==> src/rtl/branch_pkg.sv <==
// Shared definitions for the dynamic branch predictor.
//   NUM_ENTRIES : number of direct-mapped BHT/BTB entries
//   INDEX_W     : index width, taken from PC[3:1]
//   TAG_W       : tag width, taken from PC[15:4]
//   PC_W        : program counter width
//   ctr_e       : 2-bit saturating direction counter encoding
package branch_pkg;

    localparam int NUM_ENTRIES = 8;
    localparam int INDEX_W     = 3;
    localparam int TAG_W       = 12;
    localparam int PC_W        = 16;

    typedef enum logic [1:0] {
        SNT = 2'b00,   // strongly not taken
        WNT = 2'b01,   // weakly not taken
        WT  = 2'b10,   // weakly taken
        ST  = 2'b11    // strongly taken
    } ctr_e;

endpackage

==> src/rtl/sat_counter_2b.sv <==
// Two-bit saturating direction counter, one per BHT entry.
//   clk, rst_n : clock and asynchronous active-low reset (resets to WNT)
//   en_i       : update strobe for this entry
//   alloc_i    : entry is being (re)allocated; load from taken_i instead of counting
//   taken_i    : resolved direction
//   ctr_o      : current counter state
module sat_counter_2b
    import branch_pkg::*;
(
    input  logic clk,
    input  logic rst_n,
    input  logic en_i,
    input  logic alloc_i,
    input  logic taken_i,
    output ctr_e ctr_o
);

    ctr_e ctr_q;
    ctr_e ctr_d;

    always_comb begin
        ctr_d = ctr_q;
        if (en_i) begin
            if (alloc_i) begin
                // A freshly allocated entry starts weakly biased toward the outcome.
                ctr_d = taken_i ? WT : WNT;
            end else if (taken_i) begin
                if (ctr_q != ST) ctr_d = ctr_e'(ctr_q + 2'd1);
            end else begin
                if (ctr_q != SNT) ctr_d = ctr_e'(ctr_q - 2'd1);
            end
        end
    end

    always_ff @(posedge clk or negedge rst_n) begin
        if (!rst_n) ctr_q <= WNT;
        else        ctr_q <= ctr_d;
    end

    assign ctr_o = ctr_q;

endmodule

==> src/rtl/dynamic_branch_predictor.sv <==
// Direct-mapped branch history table plus branch target buffer.
// Prediction is a purely combinational lookup on PC_curr; updates from the
// decode stage are written on the rising edge, so a same-cycle read of the
// entry being updated sees the old contents.
//   clk, rst_n        : clock, asynchronous active-low reset
//   PC_curr           : fetch PC being predicted
//   IF_ID_PC_curr     : PC of the branch resolved in decode (update address)
//   wen_BHT           : direction update strobe, with actual_taken
//   wen_BTB           : target update strobe, with actual_target
//   predicted_taken   : BHT hit, counter taken-biased, and BTB hit
//   predicted_target  : BTB target on BTB hit, else PC_curr + 2
module dynamic_branch_predictor
    import branch_pkg::*;
(
    input  logic            clk,
    input  logic            rst_n,
    input  logic [PC_W-1:0] PC_curr,
    input  logic [PC_W-1:0] IF_ID_PC_curr,
    input  logic            wen_BHT,
    input  logic            actual_taken,
    input  logic            wen_BTB,
    input  logic [PC_W-1:0] actual_target,
    output logic            predicted_taken,
    output logic [PC_W-1:0] predicted_target
);

    logic [INDEX_W-1:0] rd_idx;
    logic [TAG_W-1:0]   rd_tag;
    logic [INDEX_W-1:0] upd_idx;
    logic [TAG_W-1:0]   upd_tag;
    logic               unused_upd_pc_lsb;

    // PC[0] carries no information for halfword-aligned instructions.
    assign rd_idx            = PC_curr[INDEX_W:1];
    assign rd_tag            = PC_curr[PC_W-1:INDEX_W+1];
    assign upd_idx           = IF_ID_PC_curr[INDEX_W:1];
    assign upd_tag           = IF_ID_PC_curr[PC_W-1:INDEX_W+1];
    assign unused_upd_pc_lsb = IF_ID_PC_curr[0];

    // BHT storage
    logic [NUM_ENTRIES-1:0] bht_valid_q;
    logic [TAG_W-1:0]       bht_tag_q [NUM_ENTRIES];
    ctr_e                   bht_ctr   [NUM_ENTRIES];

    // BTB storage
    logic [NUM_ENTRIES-1:0] btb_valid_q;
    logic [TAG_W-1:0]       btb_tag_q    [NUM_ENTRIES];
    logic [PC_W-1:0]        btb_target_q [NUM_ENTRIES];

    logic upd_bht_hit;
    assign upd_bht_hit = bht_valid_q[upd_idx] && (bht_tag_q[upd_idx] == upd_tag);

    for (genvar i = 0; i < NUM_ENTRIES; i++) begin : g_ctr
        sat_counter_2b u_ctr (
            .clk     (clk),
            .rst_n   (rst_n),
            .en_i    (wen_BHT && (upd_idx == INDEX_W'(i))),
            .alloc_i (!upd_bht_hit),
            .taken_i (actual_taken),
            .ctr_o   (bht_ctr[i])
        );
    end

    // A miss replaces whatever lived at this index (no associativity).
    always_ff @(posedge clk or negedge rst_n) begin
        if (!rst_n) begin
            bht_valid_q <= '0;
            for (int i = 0; i < NUM_ENTRIES; i++) bht_tag_q[i] <= '0;
        end else if (wen_BHT && !upd_bht_hit) begin
            bht_valid_q[upd_idx] <= 1'b1;
            bht_tag_q[upd_idx]   <= upd_tag;
        end
    end

    always_ff @(posedge clk or negedge rst_n) begin
        if (!rst_n) begin
            btb_valid_q <= '0;
            for (int i = 0; i < NUM_ENTRIES; i++) begin
                btb_tag_q[i]    <= '0;
                btb_target_q[i] <= '0;
            end
        end else if (wen_BTB) begin
            btb_valid_q[upd_idx]  <= 1'b1;
            btb_tag_q[upd_idx]    <= upd_tag;
            btb_target_q[upd_idx] <= actual_target;
        end
    end

    // Zero-latency lookup
    logic rd_bht_hit;
    logic rd_btb_hit;
    logic rd_ctr_taken;

    assign rd_bht_hit   = bht_valid_q[rd_idx] && (bht_tag_q[rd_idx] == rd_tag);
    assign rd_btb_hit   = btb_valid_q[rd_idx] && (btb_tag_q[rd_idx] == rd_tag);
    assign rd_ctr_taken = (bht_ctr[rd_idx] == WT) || (bht_ctr[rd_idx] == ST);

    assign predicted_taken  = rd_bht_hit && rd_ctr_taken && rd_btb_hit;
    assign predicted_target = rd_btb_hit ? btb_target_q[rd_idx] : (PC_curr + 16'd2);

endmodule

==> config.mk <==
export PLATFORM = sky130hd
export DESIGN_NAME = dynamic_branch_predictor
export DESIGN_NICKNAME = d
export VERILOG_FILES = /design/src/rtl/branch_pkg.sv /design/src/rtl/sat_counter_2b.sv /design/src/rtl/dynamic_branch_predictor.sv
export SDC_FILE = /design/constraint.sdc
export NUM_CORES = 1
export LEC_CHECK = 0
export ABC_CLOCK_PERIOD_IN_PS = 4900
export CAP_MARGIN = 20
export CORE_MARGIN = 2
export CORE_UTILIZATION = 40
export DETAILED_ROUTE_END_ITERATION = 7
export GPL_TIMING_DRIVEN = 0
export SETUP_SLACK_MARGIN = 0.1
export SYNTH_ARGS = -nofsm -noshare
export SYNTH_HDL_FRONTEND = slang
export SYNTH_HIERARCHICAL = 1
export SYNTH_SLANG_ARGS = --single-unit
==> constraint.sdc <==
create_clock -name clk -period 4.9 [get_ports clk]
set_input_delay 0.98 -clock clk [delete_from_list [all_inputs] [get_ports clk]]
set_output_delay 0.98 -clock clk [all_outputs]
set_load 0.05 [all_outputs]
==> flow_summary.ini, run 1 <==
[run_status]
outcome = complete, no violations

[timing]
timing.final.ws_setup_ns = 0.138
worst_pin_slew_ns = 0.927
hold_viol_final = 0
hold_ws_ns = 0.374
slew_violations = 0
rsz0062_at_grt = yes
fin_tns_setup_ns = 0
skew_ns = 0.0276
final-setup-viol-count = 0
max_freq_ghz = 0.210
relSlewSlack_pct = 37.7
finalCritPeriodShare_pct = 97.2
min_period_ns = 4.76

[routing]
vias = 11362
ant_nets = 0
drc_errors = 0
first_iter_violations = 685
drtPass1Iterations = 5
vias_per_cell = 5.72
wl_per_cell_um = 25.0
wirelength_um = 49600

[synthesis]
synth_cells = 1244
syn_area_per_cell_um2 = 14.3
synth_common_cells = dfrtp_1 (344), mux2_2 (261), mux4_2 (93)
synth_seq_cells = 352
syn_area_um2 = 17700
async_flop_share_pct = 100
synth_area_leader_cell = dfrtp_1
yosysSeqAreaShare_pct = 49.7
ys.flop_type = dfrtp_1
yosys_warnings = 6
ys_types = 55
synth_edf_count = 0
synth_top_cells_by_area = dfrtp_1 (49%), mux2_2 (17%), mux4_2 (12%), mux2_1 (4.6%), mux2i_1 (2.7%)
yosysTopAreaCellShare_pct = 48.6
syn_nets = 1298
yosysMostFrequentCell = dfrtp_1

[grt]
gr-total-overflow = 0
grt_use_met1_pct = 30.0
grt_antenna_before_repair = 6
grt_pass1_wl_um = 75900
grt_usage_pct = 22.1
met2_usage_pct = 35.4
grt_max_degree = 116
grt_pass1_vias = 11825
met3_usage_pct = 5.30
gr-max-usage-layer = met2

[critical_path]
crit_path_end_kind = primary output
crit_chain = clkdlybuf4s15_2 > clkbuf_8 > clkbuf_16 > mux4_2 > mux2i_4 > xnor2_1 > nor4_1 > nand4_1 > nor4_4 > nor4bb_4 > buf_6
r2r_slack_ns = 1.69
reg2reg_depth = 8
critPathRequiredTime_ns = 3.92
critical_path_class = in -> out
cpMaxStageDelayCell = nor4bb_4
critPathMaxStageDelay_ns = 0.35
reg2reg_from = bht_tag_q[8]
start_kind = input pin
cp.arrival_ns = 3.78
rr_endpoint = g_ctr[4].u_ctr/ctr_o[1]
crit_fanout = 10

[die]
start_util_pct = 40.3
core_um2 = 44000
fp-row-count = 77
die_y_um = 215
die_area_um2 = 46000
die_w_um = 215
io_pins = 70

[clock_tree]
cts.clk_slew.worst_paths_ns = 0.06
clk-insertion-delay-late_ns = 0.58
clockBufferDepth = 3
cts_buffers = 40
hold_buffers = 0
cts_tree = built
htree_levels = 2
cts_root_buffer = clkbuf_16
cts.sinks = 352

[layout]
fin_area_um2 = 21000
layout.nets = 1417
area_growth_syn_to_layout_pct = 18.5
drive_gt1_share_pct = 39.8

[placed_design]
port-buffer-count = 59
hpwl_um = 33400
place_area_um2 = 19200
place.gp.congestion = 0.840
dpl_worst_slack_ns = -2.62

[power_and_ir_drop]
p_clk_share_pct = 34.3
peakVddDrop_mv = 0.308
p_comb_share_pct = 20.7
power_mw = 8.72
leakage_nw = 8.50
p_per_area_nw_per_um2 = 415
power.switching_mw = 2.41
p_int_mw = 6.31
switching_share_pct = 27.6
pwr-share-seq_pct = 45.0

[flow_run]
max_cap_viol_count = 0

[worst_hold_path]
min_path_type = in -> async
==> registers in the layout, indices dropped and copies added (netlist names) <==
name	count
btb_valid_q	8
bht_valid_q	8
bht_tag_q	96
btb_tag_q	96
btb_target_q	128
g_ctr.u_ctr/ctr_o	16
==> worst max-delay path by stage <==
stage,slack [ns],startpoint,to,cells after the start
after global routing,0.008,PC_curr[1],predicted_taken,11
after CTS,0.11,PC_curr[3],predicted_target[6],11
after detailed placement,-2.62,PC_curr[2],predicted_taken,9
final,0.14,PC_curr[2],predicted_taken,11
after floorplan,0.002,PC_curr[1],predicted_target[10],10
after global placement,-12.85,rst_n,btb_target_q[90],1
==> worst max-delay path: cells and delay by family <==
kind / cells / cell delay (ns)
XOR/XNOR: 1 / 0.16
buffers and inverters: 4 / 0.87
AND/OR/NAND/NOR: 4 / 1.20
multiplexers: 2 / 0.55
==> metal layers <==
metal	routed length [um]	up-vias
li1	-	4887
met1	21700	6078
met2	23600	292
met3	2870	99
met4	1280	6
met5	45	-
==> metrics by stage <==
| step | std cells | util (%) |
|---|---|---|
| floorplan | 1244 | - |
| global placement | 1895 | 43.3 |
| detailed placement | 1898 | 43.5 |
| CTS | 1981 | 47.5 |
| global route | 1984 | 47.7 |
| finish | 1986 | 47.7 |
==> kinds of logic (layout without fill, tap and decap cells) <==
family                     after synthesis  after routing  share of synthesized area (%)
muxes                                  475            475                           35.7
DFF                                    352            352                           49.7
and+or+nand+nor                        174            174                           5.26
buffers and inverters                  103            251                           2.75
AOI/OAI and AO/OA                       97             97                           4.36
xor gates and xnor gates                42             42                           2.07
adders and majority gates                1              1                         0.0706
other                                    0              2                              0
==> power by group through the flow <==
stage	Clock, mW	Combinational [mW]	Sequential, mW
2_1_floorplan	0	1.30	3.82
3_3_place_gp	0	1.67	3.94
3_5_place_dp	0	1.72	3.96
4_1_cts	3.05	1.81	3.91
5_1_grt	3.17	1.95	4.00
6_report	2.99	1.81	3.92
==> cell usage in the layout, fill, tap and decap left out, drive strengths merged, types with 2 or more instances in the layout <==
master | Yosys | final
a211oi | 15 | 15
a2bb2oi | 2 | 2
mux2i | 48 | 48
bufbuf | 0 | 2
mux4 | 93 | 93
a22oi | 2 | 2
nor2 | 34 | 34
nor3 | 16 | 16
a221o | 9 | 9
clkinv | 0 | 5
clkbuf | 47 | 110
nand4 | 10 | 10
dfstp | 8 | 8
nor3b | 2 | 2
nand2 | 34 | 34
a21oi | 13 | 13
nand3 | 9 | 9
xnor2 | 26 | 26
xor2 | 16 | 16
mux2 | 334 | 334
or2 | 5 | 5
a22o | 2 | 2
a2111oi | 2 | 2
diode | 0 | 2
nor2b | 18 | 18
clkdlybuf4s15 | 0 | 2
buf | 44 | 77
o21a | 9 | 9
nor4 | 5 | 5
nand2b | 24 | 24
inv | 12 | 13
clkdlybuf4s50 | 0 | 39
dfrtp | 344 | 344
and3 | 11 | 11
o21ai | 18 | 18
a31oi | 13 | 13
o22ai | 5 | 5
clkinvlp | 0 | 2
==> area by class of cell <==
type	instances	area (um2)
antenna	2	5.00
buffer	91	623
clock buffer	62	1180
clock inverter	9	119
fill	3858	23000
inverter	12	45.0
multi-input combinational	789	8660
sequential	352	8820
tap	592	741
timing repair buffer	77	820
==> timing repair <==
action,in CTS,in global routing
setup buffers,10,1
resized for setup,188,27
gates cloned,2,1
setup endpoints to repair,17,17
pin swaps,3,1
(Power assumes the default switching activity.)
==> run 2, diff against run 1 <==
Settings changed: ABC_CLOCK_PERIOD_IN_PS 4900 to 6100.
Clock period 4.9 ns to 6.1 ns, I/O delays scaled along.
==> run 2 against run 1 <==
Against the previous run:
- worst setup slack about the same
- critical path depth unchanged
- first-iteration DRC count down 3.4%
- combinational power down 23%
- clock power decreased by 15%
- sequential power shrank 20%
- sequential share of layout area rose by 0.64 points
- power decreased by 19%
- final cell count decreased by 0.65%
- utilization is 0.71 points lower
- global-route usage fell by 0.37 points
- critical path type unchanged
- largest cell class unchanged
- highest routed layer unchanged
==> flow_summary.ini, run 2 (same netlist as run 1, synthesis figures left out) <==
[power_and_ir_drop]
peakVddDrop_mv = 0.171
p_per_area_nw_per_um2 = 342
power_mw = 7.09
leakage_nw = 8.40

[timing]
min_period_ns = 5.96
relSlewSlack_pct = 33.6
finalCritPeriodShare_pct = 97.7
final-setup-viol-count = 0
skew_ns = 0.0106
slew_violations = 0
max_freq_ghz = 0.168
rsz0062_at_grt = yes
hold_viol_final = 0
worst_pin_slew_ns = 0.996
hold_ws_ns = 0.458

[critical_path]
critical_path_class = in -> out
reg2reg_depth = 8
cpMaxStageDelayCell = clkdlybuf4s50_1
critPathRequiredTime_ns = 4.88
path_depth = 11
crit_fanout = 10
crit_chain = clkdlybuf4s50_1 > buf_6 > buf_6 > buf_4 > mux4_2 > mux2i_1 > xnor2_1 > nand4_1 > nor4_2 > nor4bb_4 > buf_4
start_kind = input pin
critPathTopFamily = buffers and inverters
path_buf_inv = 5
critPathMaxStageDelay_ns = 0.59
crit_path_end_kind = primary output
cp.arrival_ns = 4.74

[layout]
largest-register = btb_target_q
nFillCells = 3923
fin_cells = 1973
largest_registers = btb_target_q (128), bht_tag_q (96), btb_tag_q (96)
area_growth_syn_to_layout_pct = 16.8
layout.nets = 1405
utilization_pct = 47.0
fin_area_um2 = 20700
final_common_cell = dfrtp_1
largest_reg_flops = 128
final_cell_mix = dfrtp_1 (344), mux2_2 (261), mux4_2 (93)
drive_gt1_share_pct = 38.0

[routing]
drtPass1Iterations = 5
wl_per_cell_um = 24.9
vias_per_cell = 5.66
wirelength_um = 49200
ant_nets = 0
vias = 11173
first_iter_violations = 662
drc_errors = 0

[worst_hold_path]
min_path_type = reg -> reg
holdPathStages = 1

[die]
fp-row-count = 77
die_w_um = 215
die_y_um = 215
io_pins = 70
die_area_um2 = 46000
start_util_pct = 40.3
core_um2 = 44000

[grt]
grt_pass1_wl_um = 75200
grt_antenna_before_repair = 3
grt_usage_pct = 21.7
gr-total-overflow = 0
grt_pass1_vias = 11667
grt_max_degree = 110

[clock_tree]
clockBufferDepth = 3
htree_levels = 2
clk-insertion-delay-late_ns = 0.57
hold_buffers = 0
cts.clk_slew.worst_paths_ns = 0.06
cts.sinks = 352
cts_tree = built
cts_root_buffer = clkbuf_16
cts_buffers = 41

[flow_run]
max_cap_viol_count = 0

[run_status]
outcome = complete, no violations

[placed_design]
dp.cells = 1898
place_area_um2 = 19200
hpwl_um = 33300
place.gp.congestion = 0.819
port-buffer-count = 59
## run 2: what timing repair did
action                                  4_1_cts  5_1_grt
gates resized for setup                     114       34
endpoints found under the setup margin       17       17
pin swaps                                     1        1
buffers inserted                              1        0
## run 2: metrics by stage
step                      setup slack, ns  setup TNS [ns]
after floorplan                     0.572               0
after global placement             -11.78        -4118.96
after detailed placement            -1.92          -24.20
after CTS                          0.0239               0
after global routing               0.0346               0
final                               0.138               0
## run 2: metal layers
metal	GRT usage, %	vias up	wire [um]
met1	30.1	5968	22200
li1	-	4860	-
met3	3.87	80	2310
met4	6.48	4	1060
met2	35.0	261	23600
met5	0	-	27
## run 2: path summary, 6_finish.rpt
path	from	end	slack, ns
worst max-delay path	PC_curr[1]	predicted_taken	0.14
worst min-delay path	btb_valid_q[3]	btb_valid_q[3]	0.46
worst max register to register	bht_tag_q[2]	g_ctr[5].u_ctr/ctr_o[1]	2.87
worst min register to register	btb_valid_q[3]	btb_valid_q[3]	0.46
max in group asynchronous	rst_n	btb_target_q[70]	4.17
min in group asynchronous	rst_n	bht_tag_q[38]	0.59
## run 2: power breakdown
| part | internal (mW) | switching, mW | total [mW] |
|---|---|---|---|
| Clock | 1.55 | 0.992 | 2.54 |
| Combinational | 0.803 | 0.598 | 1.40 |
| Sequential | 2.84 | 0.304 | 3.15 |
## run 2: cell type report
| class | count | area [um2] | area share (%) |
|---|---|---|---|
| Timing Repair Buffer | 64 | 666 | 3.22 |
| Antenna cell | 1 | 2.50 | 0.0121 |
| Multi-Input combinational cell | 789 | 8520 | 41.1 |
| Tap cell | 592 | 741 | 3.58 |
| Clock buffer | 57 | 1170 | 5.64 |
| Sequential cell | 352 | 8820 | 42.6 |
| Buffer | 91 | 524 | 2.53 |
| Clock inverter | 15 | 220 | 1.06 |
| Inverter | 12 | 45.0 | 0.218 |
